<file path="src/rtl/gcn_pkg.sv">
// Shared types for the GCN adjacency aggregation stage.
// Holds the row accumulator state encoding and the default element width.
package gcn_pkg;

    localparam int DEF_DOT_PROD_WIDTH = 16;

    typedef enum logic [1:0] {
        IDLE  = 2'd0,
        ACCUM = 2'd1,
        HOLD  = 2'd2
    } state_t;

endpackage

</file>
<file path="src/rtl/col_adder.sv">
// One-column unsigned adder with carry-out overflow flag; clips to all-ones under ROW_ACCUM_SAT_EN.
// Latency: combinational.
// Backpressure: none, pure datapath.
module col_adder
    import gcn_pkg::*;
#(
    parameter int WIDTH = DEF_DOT_PROD_WIDTH
) (
    input  logic [WIDTH-1:0] a,
    input  logic [WIDTH-1:0] b,
    output logic [WIDTH-1:0] sum,
    output logic             ovf
);

    logic [WIDTH:0] raw;

    always_comb begin
        raw = {1'b0, a} + {1'b0, b};
        ovf = raw[WIDTH];
`ifdef ROW_ACCUM_SAT_EN
        sum = raw[WIDTH] ? {WIDTH{1'b1}} : raw[WIDTH-1:0];
`else
        sum = raw[WIDTH-1:0];
`endif
    end

endmodule

</file>
<file path="src/rtl/row_accumulator.sv">
// Sums a group of product rows column-wise and emits one registered row per group; saturating add under ROW_ACCUM_SAT_EN.
// Latency: result valid the cycle after the closing beat is accepted.
// Backpressure: in_ready low while a result waits in HOLD; out_ready low holds the result indefinitely.
module row_accumulator
    import gcn_pkg::*;
#(
    parameter int WEIGHT_COLS    = 3,
    parameter int DOT_PROD_WIDTH = DEF_DOT_PROD_WIDTH,
    parameter int MAX_ROWS       = 6,
    parameter int COUNT_WIDTH    = $clog2(MAX_ROWS + 1)
) (
    input  logic                      clk,
    input  logic                      rst_n,
    input  logic                      in_valid,
    output logic                      in_ready,
    input  logic                      in_last,
    input  logic [DOT_PROD_WIDTH-1:0] in_row [0:WEIGHT_COLS-1],
    output logic                      out_valid,
    input  logic                      out_ready,
    output logic [DOT_PROD_WIDTH-1:0] out_row [0:WEIGHT_COLS-1],
    output logic [COUNT_WIDTH-1:0]    out_count,
    output logic                      out_trunc,
    output logic                      out_ovf
);

    state_t                    state_q, state_d;
    logic [DOT_PROD_WIDTH-1:0] acc_q [0:WEIGHT_COLS-1];
    logic [DOT_PROD_WIDTH-1:0] acc_d [0:WEIGHT_COLS-1];
    logic [COUNT_WIDTH-1:0]    count_q, count_d;
    logic                      trunc_q, trunc_d;
    logic                      ovf_q, ovf_d;

    logic [DOT_PROD_WIDTH-1:0] add_a   [0:WEIGHT_COLS-1];
    logic [DOT_PROD_WIDTH-1:0] col_sum [0:WEIGHT_COLS-1];
    logic [WEIGHT_COLS-1:0]    col_ovf;
    logic                      grp_ovf;
    logic                      unused_col_ovf;
    logic                      accept;
    logic                      closing;
    logic [COUNT_WIDTH-1:0]    count_nxt;

    // First row of a group loads straight through: feed zero to the adders.
    always_comb begin
        for (int c = 0; c < WEIGHT_COLS; c++) begin
            add_a[c] = (state_q == IDLE) ? '0 : acc_q[c];
        end
    end

    for (genvar c = 0; c < WEIGHT_COLS; c++) begin : g_col
        col_adder #(
            .WIDTH(DOT_PROD_WIDTH)
        ) u_col_adder (
            .a   (add_a[c]),
            .b   (in_row[c]),
            .sum (col_sum[c]),
            .ovf (col_ovf[c])
        );
    end

`ifdef ROW_ACCUM_SAT_EN
    assign grp_ovf = |col_ovf;
`else
    assign grp_ovf = 1'b0;
`endif
    assign unused_col_ovf = |col_ovf;

    assign in_ready  = (state_q != HOLD);
    assign accept    = in_valid && in_ready;
    assign count_nxt = (state_q == IDLE) ? COUNT_WIDTH'(1) : count_q + COUNT_WIDTH'(1);
    assign closing   = in_last || (count_nxt == COUNT_WIDTH'(MAX_ROWS));

    always_comb begin
        state_d = state_q;
        acc_d   = acc_q;
        count_d = count_q;
        trunc_d = trunc_q;
        ovf_d   = ovf_q;
        unique case (state_q)
            IDLE, ACCUM: begin
                if (accept) begin
                    acc_d   = col_sum;
                    count_d = count_nxt;
                    trunc_d = closing && !in_last;
                    ovf_d   = ovf_q | grp_ovf;
                    state_d = closing ? HOLD : ACCUM;
                end
            end
            HOLD: begin
                if (out_ready) begin
                    state_d = IDLE;
                    for (int c = 0; c < WEIGHT_COLS; c++) begin
                        acc_d[c] = '0;
                    end
                    count_d = '0;
                    trunc_d = 1'b0;
                    ovf_d   = 1'b0;
                end
            end
            default: state_d = IDLE;
        endcase
    end

    always_ff @(posedge clk or negedge rst_n) begin
        if (!rst_n) begin
            state_q <= IDLE;
            for (int c = 0; c < WEIGHT_COLS; c++) begin
                acc_q[c] <= '0;
            end
            count_q <= '0;
            trunc_q <= 1'b0;
            ovf_q   <= 1'b0;
        end else begin
            state_q <= state_d;
            acc_q   <= acc_d;
            count_q <= count_d;
            trunc_q <= trunc_d;
            ovf_q   <= ovf_d;
        end
    end

    assign out_valid = (state_q == HOLD);
    assign out_row   = acc_q;
    assign out_count = count_q;
    assign out_trunc = trunc_q;
`ifdef ROW_ACCUM_SAT_EN
    assign out_ovf   = ovf_q;
`else
    assign out_ovf   = 1'b0;
`endif

endmodule

</file>
<file path="config.mk">
export PLATFORM = sky130hd
export DESIGN_NAME = row_accumulator
export DESIGN_NICKNAME = d
export VERILOG_FILES = /design/src/rtl/gcn_pkg.sv /design/src/rtl/col_adder.sv /design/src/rtl/row_accumulator.sv
export SDC_FILE = /design/constraint.sdc
export NUM_CORES = 1
export LEC_CHECK = 0
export ABC_CLOCK_PERIOD_IN_PS = 4200
export CORE_UTILIZATION = 56
export CTS_CLUSTER_SIZE = 20
export DETAILED_ROUTE_END_ITERATION = 6
export GPL_TIMING_DRIVEN = 0
export MAX_ROUTING_LAYER = met4
export PLACE_DENSITY_LB_ADDON = 0.3
export SLEW_MARGIN = 20
export SYNTH_ARGS = -nofsm -noshare
export SYNTH_HDL_FRONTEND = slang
export SYNTH_HIERARCHICAL = 1
export SYNTH_SLANG_ARGS = --single-unit
</file>
<file path="constraint.sdc">
create_clock -name clk -period 4.2 [get_ports clk]
set_input_delay 0.63 -clock clk [delete_from_list [all_inputs] [get_ports clk]]
set_output_delay 0.63 -clock clk [all_outputs]
set_load 0.005 [all_outputs]
</file>
==> results of run 1 <==
[state kept, by name, indices dropped and copies added (netlist names)]
| name | cells |
|---|---|
| out_count | 3 |
| out_trunc | 1 |
| out_row | 48 |
| state_q | 2 |
[critical path, stage by stage, from the launching register on]
cell      delay (ns)
dfrtp_1         0.38
buf_2           0.18
nor2_1          0.21
buf_2           0.28
buf_2           0.28
nor2b_1         0.08
ha_1            0.25
fa_1            0.42
a21o_1          0.24
a221oi_4        0.37
o31ai_1         0.12
a21oi_1         0.21
xnor2_1         0.09
a22o_1          0.21
[routing by layer]
layer,track usage,vias to the layer above
li1,-,2015
met1,0.389,2042
met2,0.477,130
met3,0.0407,22
met4,0.0872,0
met5,-,-
[area by class of cell]
cell class,instances,share of cell area
multi-input combinational,385,0.519
timing repair buffer,106,0.179
buffer,28,0.0309
clock buffer,5,0.0116
tap,102,0.0216
clock inverter,3,0.00359
sequential,54,0.228
inverter,9,0.00571
[path summary, 6_finish.rpt]
check                      startpoint          end  slack, ns  cells past startpoint
setup / recovery           state_q[0]  out_row[10]       0.77                     13
hold / removal                  rst_n   out_row[9]       0.35                      1
setup reg to reg           state_q[0]  out_row[10]       0.77                     13
hold reg to reg            state_q[1]   state_q[0]       0.52                      1
max in group asynchronous       rst_n   out_row[5]       3.37                      1
min in group clk           state_q[1]   state_q[0]       0.52                      1
[power by group]
group | total, mW | switching, mW | leakage (nW) | internal (mW)
registers | 0.926 | 0.186 | 0.673 | 0.740
logic | 2.31 | 1.07 | 2.00 | 1.25
clock network | 0.307 | 0.189 | 0.0441 | 0.118
total | 3.55 | 1.44 | 2.72 | 2.10
[placed cells by master, fill, tap and decap left out, types with 3 or more instances in the layout]
cell type	n
clkdlybuf4s50_1	105
dfrtp_1	54
nor2b_1	51
a22o_1	49
ha_1	49
a21oi_1	25
nand2_1	23
xnor2_1	22
buf_2	17
xor2_1	16
a21o_1	14
nor2_1	12
nand3_1	12
inv_1	9
o21ai_0	8
buf_6	7
a211oi_1	7
o211ai_1	6
clkbuf_8	5
and3_1	5
nor3_1	4
a21oi_2	4
nand4_1	4
o22ai_1	4
o21ai_1	4
clkbuf_1	3
nand2b_1	3
nor4_1	3
fa_1	3
o21a_1	3
o211ai_2	3
[metrics by stage]
stage | cells | utilization | worst slack, ns | area, sq um
6_report | 692 | 0.750 | 0.773 | 5920
5_1_grt | 692 | 0.750 | 0.555 | 5920
4_1_cts | 692 | 0.750 | 0.789 | 5920
3_5_place_dp | 684 | 0.739 | 0.809 | 5830
3_3_place_gp | 684 | 0.739 | 0.733 | 5830
2_1_floorplan | 476 | - | 1.29 | 4640
==> metrics.txt, run 1 <==
worst endpoint data arrival time 3.64 ns; Via Count 4,209; core area 7890 sq um; Initial Util 0.588; Tcrit/Tclk final 0.816; root buf cell clkbuf_8; full die area 8650 sq um; GP Congestion 0.887; syn_area_per_cell 9.75 sq um; overall routing resource usage 0.296; share of cells above drive strength 1 0.0983; HPWL after detailed placement 8960 microns; clock sinks 54; CTS clk-pin slew, worst paths 0.10 ns; met3 wire length 623 microns; Hold Slack 0.349 ns; vias in the first global route 4,247; overflow left after global routing 0; post_cts resized 0; HP Class primary input to asynchronous set/reset pin; vias per inst 6.08; Leakage 2.72 nW; total setup buffers inserted after CTS 0; Clk Latency, worst-skew pair 0.32 ns; min Tclk post-route 3.43 ns; largest fanout on the critical path 10; top layer in use met4; unrepaired setup endpoints after global routing no; Boundary Pins 108; nets@finish 694; max-cap viol count 0; Setup Skew 0.0115 ns; area grow syn2layout 27.5%; post-synth net total 581; # hold bufs at CTS 0; final hold vios 0; Post-Synthesis Cells 476; antenna diode count 0; fill count 589; Routed wire per std cell 17.3 microns; largest net degree at the start of global routing 55; Design Power 3.55 mW; Final ANT Viol Nets 0; worst-margin pin slew 0.717 ns; CTS Buffer Depth 2; DR iter-0 viols 210; Slew Viols, Final 0; critical path class flip-flop to flip-flop; Crit. End Element flip-flop; largest vdd supply drop 0.000324 V; Slew headroom 0.522; Setup violations, final 0; Setup TNS Final 0 ns; initial antenna violation count 0; area taken by multi-input logic gates 3070 sq um; die span in x 93.0 microns; Max Clk Rate 292 MHz; Worst setup SP type flip-flop; final wirelength 12,000 microns; Worst Path Required 4.41 ns; CTS tree done; first-pass GRT wire length 19,900 microns; met1 wire length 5540 microns; row count 32; number of CTS-inserted buffers 5; post-synthesis cell area 4640 sq um; IO buf count 106; status complete, no violations; total number of yosys warnings 6; htree depth 2; register area 1350 sq um; PwrDens 599 nW/um^2; drt pass-1 iters 4; Die Y-Extent 93.0 microns; met2 WL 5620 microns; drc violations 0
Power figures use the tool's default switching activity.
==> run 2, diff against run 1 <==
ABC_CLOCK_PERIOD_IN_PS = 3000   (was 4200)
CORE_UTILIZATION = 47   (was 56)
clock period = 3 ns   (was 4.2 ns; I/O delays follow)
==> run 2 against run 1 <==
Register-to-register slack got worse by 0.64 ns; fmax increased by 20%; cell area grew 3.6%; via count decreased by 0.17%; routed wire length grew 0.45%; critical endpoint is now out_row[12]; largest cell class unchanged.
==> metrics.txt, run 2 (synthesis gave the netlist of run 1 again) <==
status complete, no violations; Largest register FFs 48; Clk Latency, worst-skew pair 0.31 ns; final hold vios 0; antenna diode count 0; Worst setup SP type flip-flop; Worst Slack Setup Final 0.134 ns; CTS Buffer Depth 2; drc violations 0; Initial Util 0.493; commonest non-fill, non-tap cells in the layout clkdlybuf4s50_1, dfrtp_1, nor2b_1, a22o_1, ha_1; overflow left after global routing 0; DP Worst Slack -0.341 ns; full die area 10,300 sq um; Max Clk Rate 349 MHz; most common cell after layout, fill and taps aside clkdlybuf4s50_1; Hold Slack 0.533 ns; vias in the first global route 4,094; critical path class flip-flop to flip-flop; largest fanout on the critical path 10; # placed instances 712; number of CTS-inserted buffers 5; IO buf count 106; Layout Cells excl Fill 726; clock sinks 54; Worst Hold Depth 1; HP Class flip-flop to flip-flop; nets@finish 701; Design Power 5.05 mW; slowest cell delay on critical path 0.38 ns; drt pass-1 iters 4; initial antenna violation count 0; die span in x 101 microns; fill count 791; Worst Hold Path EP out_row[32]; Crit. Startpoint state_q[0]; r2r startpoint state_q[0]; CP max-delay cell a221oi_4; r2r setup slk 0.13 ns; worst endpoint data arrival time 3.07 ns; R2R depth 13; share of cells above drive strength 1 0.134; Crit. End Element flip-flop; Via Count 4,202; largest net degree at the start of global routing 39; Setup violations, final 0; Routed wire per std cell 16.5 microns; final wirelength 12,000 microns; vias per inst 5.79; fin util 0.651; Setup TNS Final 0 ns; cells along the critical path buf_4 > nor2_4 > buf_4 > buf_6 > nor2b_1 > ha_2 > fa_2 > a21o_1 > a221oi_4 > o211ai_2 > a21oi_2 > xnor2_1 > a22o_1; Die Y-Extent 101 microns; Worst R2R End out_row[12]; Worst Path Required 3.21 ns; CTS clk-pin slew, worst paths 0.11 ns; htree depth 2; GP Congestion 0.954; Final ANT Viol Nets 0; root buf cell clkbuf_8; largest vdd supply drop 0.000371 V; row count 35; DR iter-0 viols 162; HPWL after detailed placement 8970 microns; first-pass GRT wire length 19,400 microns; core area 9420 sq um; Setup Skew 0.0107 ns; Leakage 2.77 nW; dpl cell area 5880 sq um; HP Start out_row[32]; fin area 6130 sq um; Slew Viols, Final 0; CTS tree done; Critical Path Most Common Cell buf_4; max-cap viol count 0; unrepaired setup endpoints after global routing yes; min Tclk post-route 2.87 ns; Boundary Pins 108; PwrDens 824 nW/um^2; overall routing resource usage 0.247; Tcrit/Tclk final 0.955; area grow syn2layout 32.1%
run 2: how the worst max path moves through the flow:
stage | endpoint
after floorplan | out_row[10]
after global placement | out_row[41]
after global routing | out_row[10]
after CTS | out_row[42]
after detailed placement | out_row[10]
final | out_row[12]
run 2: report_power, final:
| part | switching [mW] | internal, mW | total, mW |
|---|---|---|---|
| Combinational | 1.52 | 1.82 | 3.33 |
| Sequential | 0.261 | 1.04 | 1.30 |
| Clock | 0.258 | 0.165 | 0.423 |
| Total | 2.03 | 3.02 | 5.05 |
run 2: cell type report:
type	instances	area [sq um]	share of cell area
Multi-Input combinational cell	385	3170	0.516
Sequential cell	54	1350	0.220
Timing Repair Buffer	113	1130	0.184
Buffer	28	201	0.0329
Tap cell	129	161	0.0263
Clock buffer	5	68.8	0.0112
Inverter	9	33.8	0.00551
Clock inverter	3	21.3	0.00347
run 2: what timing repair did:
item / CTS / global route
hold buffers: 1 / 0
buffers inserted: 2 / 3
pin swaps: 2 / 9
endpoints found under the setup margin: 14 / 15
hold endpoints to repair: 7 / 0
gates resized for setup: 8 / 21
run 2: worst max-delay path, delay by kind of cell (launching register included):
family / cells / cell delay, ns
buffers and inverters: 3 / 0.46
AOI/OAI and AO/OA: 5 / 1.12
xor gates and xnor gates: 1 / 0.09
and+or+nand+nor: 2 / 0.16
adders and majority gates: 2 / 0.56
DFF: 1 / 0.37
run 2: per-layer routing:
layer  routed length [microns]  part of all wire  up-vias  global-route usage
met2                      5780              0.48      123               0.412
met5                         0                 0        -                   -
li1                          -                 -     2030                   -
met1                      5520              0.46     2037               0.321
met3                       561             0.047       12              0.0317
met4                       161             0.013        0              0.0513
==> run 3, diff against run 2 <==
ABC_CLOCK_PERIOD_IN_PS = unset   (was 3000)
==> results of run 3 <==
Final layout, timing and power as in run 2 (identical DEF).
